**config.mk**
```make
export PLATFORM = sky130hd
export DESIGN_NAME = alu_fu_pipe_flat
export DESIGN_NICKNAME = d
export VERILOG_FILES = /design/src/rtl/alu_fu_if.sv /design/src/rtl/alu_fu_pipe.sv /design/src/flat_wrapper.sv
export SDC_FILE = /design/constraint.sdc
export NUM_CORES = 1
export LEC_CHECK = 0
export BUFFER_PORTS_ARGS = -buffer_cell sky130_fd_sc_hd__buf_2
export CORE_MARGIN = 4
export CORE_UTILIZATION = 45
export DETAILED_ROUTE_END_ITERATION = 12
export GPL_TIMING_DRIVEN = 0
export PLACE_DENSITY_LB_ADDON = 0.08
export SLEW_MARGIN = 10
export SYNTH_ARGS = -nofsm -noshare
export SYNTH_HDL_FRONTEND = slang
export SYNTH_SLANG_ARGS = --single-unit
```
**constraint.sdc**
```tcl
create_clock -name clk -period 8.34 [get_ports clk]
set_input_delay 1.251 -clock clk [delete_from_list [all_inputs] [get_ports clk]]
set_output_delay 1.251 -clock clk [all_outputs]
set_load 0.05 [all_outputs]
```
**src/rtl/alu_fu_if.sv**
```systemverilog
// alu_fu_if: issue/result bundle between reservation station, ALU FU and CDB.
interface alu_fu_if #(
    parameter int DATA_W = 32,
    parameter int ROB_W  = 5
);
    logic              flush;
    logic              in_valid;
    logic              in_ready;
    logic [ROB_W-1:0]  in_rob_tag;
    logic [11:0]       in_opcode;
    logic [3:0]        in_aluop;
    logic              in_is_beq;
    logic              in_is_bne;
    logic [DATA_W-1:0] in_a;
    logic [DATA_W-1:0] in_b;
    logic              cdb_grant;
    logic              out_valid;
    logic [DATA_W-1:0] out_res;
    logic              out_branch_taken;
    logic [ROB_W-1:0]  out_rob_tag;
    logic [11:0]       out_opcode;
    logic              fu_is_free;

    modport master (
        output flush, in_valid, in_rob_tag, in_opcode, in_aluop, in_is_beq, in_is_bne, in_a, in_b, cdb_grant,
        input  in_ready, out_valid, out_res, out_branch_taken, out_rob_tag, out_opcode, fu_is_free
    );
    modport slave (
        input  flush, in_valid, in_rob_tag, in_opcode, in_aluop, in_is_beq, in_is_bne, in_a, in_b, cdb_grant,
        output in_ready, out_valid, out_res, out_branch_taken, out_rob_tag, out_opcode, fu_is_free
    );
endinterface

```
**src/rtl/alu_fu_pipe.sv**
```systemverilog
// alu_fu_pipe: ALU functional unit, result computed at issue then carried through STAGES slots to the CDB.
// Define ALU_FU_EXT_OPS_EN to add aluop 10 (sra), 11 (sltu), 12 (lui).
module alu_fu_pipe #(
    parameter int DATA_W = 32,
    parameter int ROB_W  = 5,
    parameter int STAGES = 2
) (
    input logic   clk,
    input logic   rst,
    alu_fu_if.slave f
);
    localparam int SH_W = $clog2(DATA_W);

    typedef struct packed {
        logic [DATA_W-1:0] res;
        logic [ROB_W-1:0]  tag;
        logic [11:0]       op;
        logic              br;
    } slot_t;

    slot_t [STAGES-1:0] sl_q;
    slot_t              in_sl;
    logic [STAGES-1:0]  v_q;
    logic [STAGES-1:0]  mv;
    logic [SH_W-1:0]    sh;
    logic [DATA_W-1:0]  res;
    logic               br;
    logic               acc;

    assign sh = f.in_b[SH_W-1:0];
    assign br = (f.in_is_beq & (f.in_a == f.in_b)) | (f.in_is_bne & (f.in_a != f.in_b));
    assign in_sl = {res, f.in_rob_tag, f.in_opcode, br};

    always_comb begin
        case (f.in_aluop)
            4'd0:    res = f.in_a + f.in_b;
            4'd1:    res = f.in_a - f.in_b;
            4'd2:    res = f.in_a & f.in_b;
            4'd3:    res = f.in_a | f.in_b;
            4'd4:    res = f.in_a ^ f.in_b;
            4'd5:    res = ~(f.in_a | f.in_b);
            4'd6:    res = f.in_a << sh;
            4'd7:    res = f.in_a >> sh;
            4'd8:    res = DATA_W'($signed(f.in_a) < $signed(f.in_b));
            4'd9:    res = DATA_W'($signed(f.in_a) > $signed(f.in_b));
`ifdef ALU_FU_EXT_OPS_EN
            4'd10:   res = DATA_W'($signed(f.in_a) >>> sh);
            4'd11:   res = DATA_W'(f.in_a < f.in_b);
            4'd12:   res = f.in_b << 16;
`endif
            default: res = '0;
        endcase
    end

    // A slot moves when the output advances or when it or any later slot holds a bubble.
    always_comb begin
        mv = '0;
        acc = !v_q[STAGES-1] | f.cdb_grant;
        mv[STAGES-1] = acc;
        for (int i = STAGES - 2; i >= 0; i--) begin
            acc = !v_q[i] | acc;
            mv[i] = acc;
        end
    end

    always_ff @(negedge clk or posedge rst) begin
        if (rst) begin
            v_q  <= '0;
            sl_q <= '0;
        end else begin
            if (mv[0]) begin
                sl_q[0] <= in_sl;
                v_q[0]  <= f.in_valid;
            end
            for (int i = 1; i < STAGES; i++) begin
                if (mv[i]) begin
                    sl_q[i] <= sl_q[i-1];
                    v_q[i]  <= v_q[i-1];
                end
            end
            if (f.flush) v_q <= '0;
        end
    end

    assign f.in_ready         = mv[0];
    assign f.fu_is_free       = mv[0];
    assign f.out_valid        = v_q[STAGES-1];
    assign f.out_res          = sl_q[STAGES-1].res;
    assign f.out_rob_tag      = sl_q[STAGES-1].tag;
    assign f.out_opcode       = sl_q[STAGES-1].op;
    assign f.out_branch_taken = sl_q[STAGES-1].br;
endmodule

```
**src/flat_wrapper.sv**
```systemverilog
// flat-port wrapper written by rule: the top's interface ports become plain ports
module alu_fu_pipe_flat 
#(
    parameter int DATA_W = 32,
    parameter int ROB_W  = 5,
    parameter int STAGES = 2
)
  (clk, rst, f_flush, f_in_valid, f_in_rob_tag, f_in_opcode, f_in_aluop, f_in_is_beq, f_in_is_bne, f_in_a, f_in_b, f_cdb_grant, f_in_ready, f_out_valid, f_out_res, f_out_branch_taken, f_out_rob_tag, f_out_opcode, f_fu_is_free);
  alu_fu_if #(.DATA_W(DATA_W), .ROB_W(ROB_W)) f_i ();
  input logic clk;
  input logic rst;
  input wire logic [$bits(f_i.flush)-1:0] f_flush;
  input wire logic [$bits(f_i.in_valid)-1:0] f_in_valid;
  input wire logic [$bits(f_i.in_rob_tag)-1:0] f_in_rob_tag;
  input wire logic [$bits(f_i.in_opcode)-1:0] f_in_opcode;
  input wire logic [$bits(f_i.in_aluop)-1:0] f_in_aluop;
  input wire logic [$bits(f_i.in_is_beq)-1:0] f_in_is_beq;
  input wire logic [$bits(f_i.in_is_bne)-1:0] f_in_is_bne;
  input wire logic [$bits(f_i.in_a)-1:0] f_in_a;
  input wire logic [$bits(f_i.in_b)-1:0] f_in_b;
  input wire logic [$bits(f_i.cdb_grant)-1:0] f_cdb_grant;
  output wire logic [$bits(f_i.in_ready)-1:0] f_in_ready;
  output wire logic [$bits(f_i.out_valid)-1:0] f_out_valid;
  output wire logic [$bits(f_i.out_res)-1:0] f_out_res;
  output wire logic [$bits(f_i.out_branch_taken)-1:0] f_out_branch_taken;
  output wire logic [$bits(f_i.out_rob_tag)-1:0] f_out_rob_tag;
  output wire logic [$bits(f_i.out_opcode)-1:0] f_out_opcode;
  output wire logic [$bits(f_i.fu_is_free)-1:0] f_fu_is_free;
  assign f_i.flush = f_flush;
  assign f_i.in_valid = f_in_valid;
  assign f_i.in_rob_tag = f_in_rob_tag;
  assign f_i.in_opcode = f_in_opcode;
  assign f_i.in_aluop = f_in_aluop;
  assign f_i.in_is_beq = f_in_is_beq;
  assign f_i.in_is_bne = f_in_is_bne;
  assign f_i.in_a = f_in_a;
  assign f_i.in_b = f_in_b;
  assign f_i.cdb_grant = f_cdb_grant;
  assign f_in_ready = f_i.in_ready;
  assign f_out_valid = f_i.out_valid;
  assign f_out_res = f_i.out_res;
  assign f_out_branch_taken = f_i.out_branch_taken;
  assign f_out_rob_tag = f_i.out_rob_tag;
  assign f_out_opcode = f_i.out_opcode;
  assign f_fu_is_free = f_i.fu_is_free;
  alu_fu_pipe #(.DATA_W(DATA_W), .ROB_W(ROB_W), .STAGES(STAGES)) u_core (.clk(clk), .rst(rst), .f(f_i));
endmodule
```
==> results of run 1 <==
where the power goes:
part	internal (uW)	total [uW]	switching, uW
Combinational	339	1030	686
Clock	200	375	175
Sequential	552	585	32.5
Total	1090	1990	894
stage by stage:
step | TNS [ns] | setup WS [ns] | power (uW) | utilization [%]
final | -0.200 | -0.150 | 1990 | 53.4
after global routing | -0.110 | -0.0472 | 2070 | 53.4
after CTS | 0 | 0.000288 | 1940 | 52.6
after detailed placement | -27.03 | -1.20 | 1530 | 50.3
after global placement | -99.65 | -1.85 | 1520 | 50.0
after floorplan | 0 | 0.0176 | 1200 | -
layer usage:
metal | wire, um | global-route usage (%)
met3 | 7360 | 7.47
met2 | 26900 | 59.9
met4 | 4810 | 22.0
met5 | 11 | 0
met1 | 25200 | 52.4
cell type report:
cell class,instances,share of cell area [%]
multi-input cells,1394,63.2
flip-flops and latches,102,16.6
plain buffers,173,6.57
repair buffers,163,6.00
well taps,384,3.13
inverters,103,2.69
clock buffers,9,1.47
clock inverters,6,0.253
diodes,2,0.0326
Yosys cell counts, types with 5 or more instances:
cell type	count
a31oi_1	13
buf_1	10
buf_2	30
mux4_2	35
a32oi_1	6
o31ai_1	13
o21a_1	9
a21oi_1	130
and3_1	8
a22o_1	11
a2111oi_0	7
nand3_1	25
a21o_1	21
o2111ai_1	5
and2_1	9
clkbuf_1	77
nor2_1	153
o211ai_1	21
o22ai_1	16
a221o_1	19
o21ai_0	99
nand4_1	15
nor4_1	15
mux2_2	11
buf_4	54
o221ai_1	15
nand2b_1	10
a221oi_1	32
o21bai_1	9
nor2b_1	11
mux2i_1	50
xnor2_1	7
nand2_1	361
a211oi_1	26
o311ai_0	6
dfrtn_1	102
inv_1	98
nor3_1	26
ha_1	97
a22oi_1	10
state kept, by name (all words and copies together), names as in the netlist:
register                   flops
u_core.f.out_branch_taken      1
u_core.f.out_opcode           12
u_core.f.out_res              32
u_core.f.out_rob_tag           5
u_core.sl_q                   50
u_core.v_q                     2
cells by family after synthesis:
kind of cell             after synthesis  synth area share, %
AND/OR/NAND/NOR                      661                 21.7
AO/OA/AOI/OAI                        531                 27.9
buffers and inverters                280                 10.1
flip-flops                           102                 19.5
adder cells (fa/ha/maj)               99                 9.55
multiplexers                          96                 10.8
XOR/XNOR                               7                0.467
repair_timing:
| item | CTS | global route |
|---|---|---|
| pin swaps | 11 | 13 |
| endpoints found under the setup margin | 33 | 31 |
| setup buffers | 8 | 6 |
| gates resized for setup | 80 | 66 |
| hold endpoints to repair | 0 | 0 |
| cloned | 0 | 1 |
worst paths after layout:
check / endpoint / slack [ns] / cells past startpoint
hold / removal: u_core.f.out_opcode[5] / 0.41 / 2
setup reg to reg: u_core.sl_q[43] / 5.27 / 10
setup / recovery: u_core.sl_q[21] / -0.15 / 11
min in group asynchronous: u_core.f.out_opcode[10] / 4.99 / 2
max in group asynchronous: u_core.f.out_opcode[2] / 2.64 / 3
hold reg to reg: u_core.f.out_opcode[5] / 0.41 / 2
critical path: stages:
cell,delay [ns]
buf_6,0.16
buf_2,0.34
buf_4,0.29
buf_2,0.30
buf_1,0.51
nor2_1,0.11
a21oi_1,0.63
a21oi_1,0.30
o221ai_1,0.48
o21ai_0,0.21
nand2_1,0.10
==> summary.txt, run 1 <==
Run status
  – Outcome: finished, violations left
  – Failing checks: setup timing

Synth
  – Leading area contributor after synthesis: dfrtn_1
  – Mean post-synth cell area: 7.39 sq um
  – Number of flops mapped to enable cells by yosys: 0
  – Fraction of registers with async set or reset after synthesis: 100%
  – Count of unique library cells instantiated by Yosys: 92
  – Sequential share of the synthesized area: 19.5%
  – Area contributors post-synth: dfrtn_1 (19%), nand2_1 (10%), ha_1 (9.2%)
  – Post-synthesis cell area: 0.0131 sq mm
  – Warnings, synthesis: 0
  – Nets in the synthesized netlist: 1,967
  – Mapped Cells: 1,776
  – Count of state elements after synthesis: 102
  – Top flip-flop cell by instance count after synthesis: dfrtn_1
  – Synth top area share: 19.5%

Global route
  – Number of global-route vias before repair: 14.1k
  – Remaining global-route overflow: 0
  – Largest net degree at the start of global routing: 67
  – Number of antenna violations at the first check in global routing: 3
  – Wire length of the first global-routing pass: 93.7 mm
  – Combined global-route utilization of all metal layers: 39.3%

Setup path
  – Startpoint type of the worst setup path: input pin
  – CP Capture Type: flop
  – Data required, critical path: 4.55 ns
  – CP max FO: 10
  – Signal arrival time at the worst endpoint: 4.70 ns
  – Critical Path Source: f_in_b[2]
  – Category of the most critical setup path: input pin to flop
  – Startpoint of the worst register-to-register path: u_core.v_q[1]

Finish
  – Most common cell after layout, fill and taps aside: nand2_1
  – Total area of sequential cells: 0.00255 sq mm
  – Fill cell total of the finished layout: 2,851
  – Final cell area excluding filler cells: 0.0153 sq mm
  – Net total in the final layout: 2,137
  – Area growth from synthesis to layout: 16.8%
  – Top library cells by usage in the layout, fill and taps aside: nand2_1 (359), buf_2 (156), nor2_1 (151)
  – Share of layout cells above drive strength 1: 21.5%
  – Final Non-Filler Cells: 2,336
  – Multi-input logic area: 0.00969 sq mm

Power
  – Leakage Power: 0.00706 uW
  – Pwr dens: 129 mW/mm^2
  – Worst supply voltage drop on vdd: 0.0867 mV

Detailed routing
  – Iteration-0 DRC count of the detailed router: 1,895
  – Detailed-routing iteration count for the pre-antenna-repair pass: 6
  – DR vias/cell: 6.51
  – Per-cell routed wire length: 27.5 um
  – Total wire length: 64.2 mm
  – Post-route ant nets: 0
  – Drt drc: 0
  – Vias after detailed routing: 15.2k

Clock tree
  – TritonCTS clock tree: done
  – CTS clock-pin slew for the worst setup and hold paths: 0.05 ns
  – Clk buf depth: 2
  – Clk sink count: 102
  – Inserted Clock Buffers: 9
  – Clock tree root driver cell: clkbuf_16
  – Level count of the clock H-tree: 3
  – Clk Latency, worst-skew pair: 0.34 ns
  – Hold-fix buffer count after cts: 0

Flow run
  – Maxcap violations: 0

Floorplan
  – Total number of placement rows: 62
  – Core outline area: 0.0287 sq mm
  – Count of boundary I/O pins: 145
  – Y dimension of the die: 179 um
  – Chip Width: 179 um
  – Initial standard-cell utilization of the core: 45.7%
  – Overall die area: 0.0320 sq mm

Worst hold path
  – Worst min path class: flop to flop
  – Startpoint of the most critical hold path: u_core.f.out_opcode[5]

STA
  – Tightest Pin Transition: 1.23 ns
  – Final hold vios: 0
  – Final-report max-slew violation count: 0
  – Worst path setup slack after routing: -0.150 ns
  – Normalized max-slew margin: 17.0%
  – Final count of negative-setup-slack endpoints: 2
  – Hold Slack: 0.413 ns
  – Clock tree skew after final layout: 0.00487 ns

Placed design
  – Area after DPL: 0.0144 sq mm
  – Routability cong.: 1.09
  – Placed Cells incl. Taps: 2,308
  – Count of buffers inserted at the top-level ports: 144
  – Detailed placer's ending HPWL: 51.9 mm
Note: power is estimated with default switching activity, not from simulation.
==> inputs of run 2 (changes only) <==
- SETUP_SLACK_MARGIN: default -> 0.02
==> run 2 against run 1 <==
Net effect: the flow finishes with violations (capacitance limit, slew limit, setup timing); first-iteration DRC count increased by 10%; clock power grew 13%; sequential power about the same; clock skew decreased by 0.0011 ns; critical path type unchanged; largest cell class unchanged; largest power group unchanged; highest routed layer unchanged.
==> summary.txt, run 2 (synthesis gave the netlist of run 1 again) <==
Floorplan
  – Overall die area: 0.0320 sq mm (unchanged)
  – Initial standard-cell utilization of the core: 45.7% (unchanged)
  – Count of boundary I/O pins: 145 (unchanged)
  – Total number of placement rows: 62 (unchanged)
  – Y dimension of the die: 179 um (unchanged)
  – Core outline area: 0.0287 sq mm (unchanged)
  – Chip Width: 179 um (unchanged)

Setup path
  – Category of the most critical setup path: input pin to flop
  – Data required, critical path: 4.35 ns (-0.20 ns)
  – Cell class contributing the biggest share of worst-path delay: buffers and inverters
  – Critical path's slowest cell: clkbuf_1
  – FF-to-FF setup slack: 5.30 ns (+0.03 ns)
  – Startpoint type of the worst setup path: input pin
  – List of cells traversed by the critical path: buf_2 -> clkbuf_1 -> nor2b_1 -> and2_1 -> clkbuf_1 -> clkbuf_1 -> nand2_1 -> o21ai_0 -> o21ai_0 -> o21ai_0 -> o21ai_0 -> nand2_1
  – CP bufs+invs: 4 (-1)
  – Startpoint of the worst register-to-register path: u_core.v_q[1]
  – CP max stage delay: 0.47 ns (-0.16 ns)
  – CP Capture Type: flop
  – R2r endpoint: u_core.sl_q[48]
  – Worst-case reg-to-reg path depth: 10 (unchanged)
  – Cell occurring most often along the worst timing path: o21ai_0
  – CP max FO: 10 (unchanged)
  – Signal arrival time at the worst endpoint: 4.39 ns (-0.31 ns)

STA
  – Final hold vios: 0 (unchanged)
  – Setup repair after global routing missed its margin: yes
  – Tightest Pin Transition: 1.49 ns (+0.259 ns)
  – Worst path setup slack after routing: -0.0334 ns (+0.116 ns)
  – Final count of negative-setup-slack endpoints: 2 (unchanged)
  – Clock tree skew after final layout: 0.00381 ns (-0.00106 ns)
  – Normalized max-slew margin: -0.175% (-17 points)
  – Final-report max-slew violation count: 1 (+1)

Power
  – Total power: 2040 uW (+2.8%)
  – Worst supply voltage drop on vdd: 0.0994 mV (+15%)
  – Leakage Power: 0.00710 uW (+0.59%)
  – Internal power contribution: 1130 uW (+3.6%)
  – Fraction of power consumed by sequential logic: 28.6% (-0.8 points)
  – Reported net switching power: 910 uW (+1.8%)
  – Pwr dens: 132 mW/mm^2 (+1.9%)
  – Clock network fraction of design power: 20.7% (+1.8 points)
  – Proportion of power drawn by combinational gates: 50.7% (-0.9 points)
  – Net switching share of the total power: 44.6% (-0.45 points)

Finish
  – Post-route core utilization: 53.9% (+0.46 points)
  – Area growth from synthesis to layout: 17.8%
  – Share of layout cells above drive strength 1: 22.3% (+0.85 points)
  – Final Non-Filler Cells: 2,337 (+0.043%)
  – Most common cell after layout, fill and taps aside: nand2_1
  – Net total in the final layout: 2,138 (+0.047%)
  – Top library cells by usage in the layout, fill and taps aside: nand2_1 (360), buf_2 (164), nor2_1 (149)
  – Register ranked first by flip-flop count: u_core.sl_q
  – Number of flip-flops under the largest register name: 50 (unchanged)

Worst hold path
  – Worst min path class: flop to flop
  – Destination of the worst hold path: u_core.f.out_opcode[10]
  – Cells on Worst Hold Path: 2 (unchanged)
  – Startpoint of the most critical hold path: u_core.f.out_opcode[10]

Global route
  – Remaining global-route overflow: 0 (unchanged)
  – Wire length of the first global-routing pass: 92.0 mm (-1.8%)
  – Number of global-route vias before repair: 14.2k (+0.35%)
  – Number of antenna violations at the first check in global routing: 5 (+2)
  – Combined global-route utilization of all metal layers: 38.6% (-0.67 points)
  – Largest net degree at the start of global routing: 64 (-4.5%)

Detailed routing
  – Drt drc: 0 (unchanged)
  – Iteration-0 DRC count of the detailed router: 2,088 (+10%)
  – DR vias/cell: 6.56 (+0.72%)
  – Total wire length: 63.5 mm (-1.2%)
  – Vias after detailed routing: 15.3k (+0.76%)
  – Detailed-routing iteration count for the pre-antenna-repair pass: 8 (+2)
  – Per-cell routed wire length: 27.2 um (-1.2%)
  – Post-route ant nets: 0 (unchanged)

Placed design
  – Placed Cells incl. Taps: 2,307 (-0.043%)
  – Detailed placer's ending HPWL: 51.0 mm (-1.6%)
  – Count of buffers inserted at the top-level ports: 144 (unchanged)
  – Routability cong.: 1.09 (-0.46%)

Clock tree
  – Hold-fix buffer count after cts: 0 (unchanged)
  – Clk sink count: 102 (unchanged)
  – CTS clock-pin slew for the worst setup and hold paths: 0.05 ns (about the same)
  – Clk Latency, worst-skew pair: 0.34 ns (about the same)
  – Clk buf depth: 2 (unchanged)
  – Level count of the clock H-tree: 3 (unchanged)
  – TritonCTS clock tree: done
  – Inserted Clock Buffers: 9 (unchanged)
  – Clock tree root driver cell: clkbuf_16

Run status
  – Failing checks: capacitance limit, slew limit, setup timing
  – Outcome: finished, violations left

Flow run
  – Maxcap violations: 1 (+1)
## run 2: power by group through the flow
stage / Clock (uW) / Combinational (uW) / Sequential (uW)
after floorplan: 0 / 618 / 583
after global placement: 0 / 924 / 591
after detailed placement: 0 / 931 / 593
after CTS: 431 / 971 / 584
after global routing: 453 / 1080 / 591
final: 423 / 1030 / 584
## run 2: area by class of cell
cell class	instances	area (sq um)
fill	2858	13200
clock buffer	9	225
inverter	103	412
sequential	102	2550
clock inverter	7	82.6
multi-input combinational	1394	9780
buffer	173	1020
timing repair buffer	164	913
antenna	1	2.50
tap	384	480
## run 2: metrics by stage
step	worst slack (ns)	cell area, sq um	hold slack [ns]	setup TNS, ns
2_1_floorplan	0.0315	13200	0.399	0
3_3_place_gp	-1.82	14400	0.409	-101.78
3_5_place_dp	-1.26	14400	0.412	-26.53
4_1_cts	0.0206	15200	0.414	0
5_1_grt	-0.0977	15500	0.427	-0.127
6_report	-0.0334	15500	0.410	-0.0414
## run 2: how the worst max path moves through the flow
| stage | startpoint | depth (start not counted) | end |
|---|---|---|---|
| 5_1_grt | f_in_a[28] | 13 | u_core.sl_q[18] |
| 4_1_cts | f_in_a[18] | 13 | u_core.sl_q[39] |
| 3_3_place_gp | f_in_b[2] | 14 | u_core.sl_q[32] |
| 3_5_place_dp | f_in_b[0] | 12 | u_core.sl_q[48] |
| 6_report | f_in_aluop[1] | 12 | u_core.sl_q[21] |
| 2_1_floorplan | f_in_b[2] | 14 | u_core.sl_q[39] |
## run 2: routing by layer
layer  up-vias  GRT usage (%)  wire [um]
met3       279           8.12       7190
li1       6738              -          -
met4        10           21.9       4760
met5         -              0         60
met2      1108           60.2      27400
met1      7190           49.8      24100
## run 2: tightest hold or removal path: stages, from the launching register on
cell and delay, ns:
dfrtn_1 0.40, nand2_1 0.05, nand2_1 0.05
## run 2: repair_timing
action | 4_1_cts | 5_1_grt
pin swaps | 17 | 14
resized for setup | 85 | 73
gates cloned | 0 | 0
setup buffers | 11 | 6
setup endpoints to repair | 33 | 31
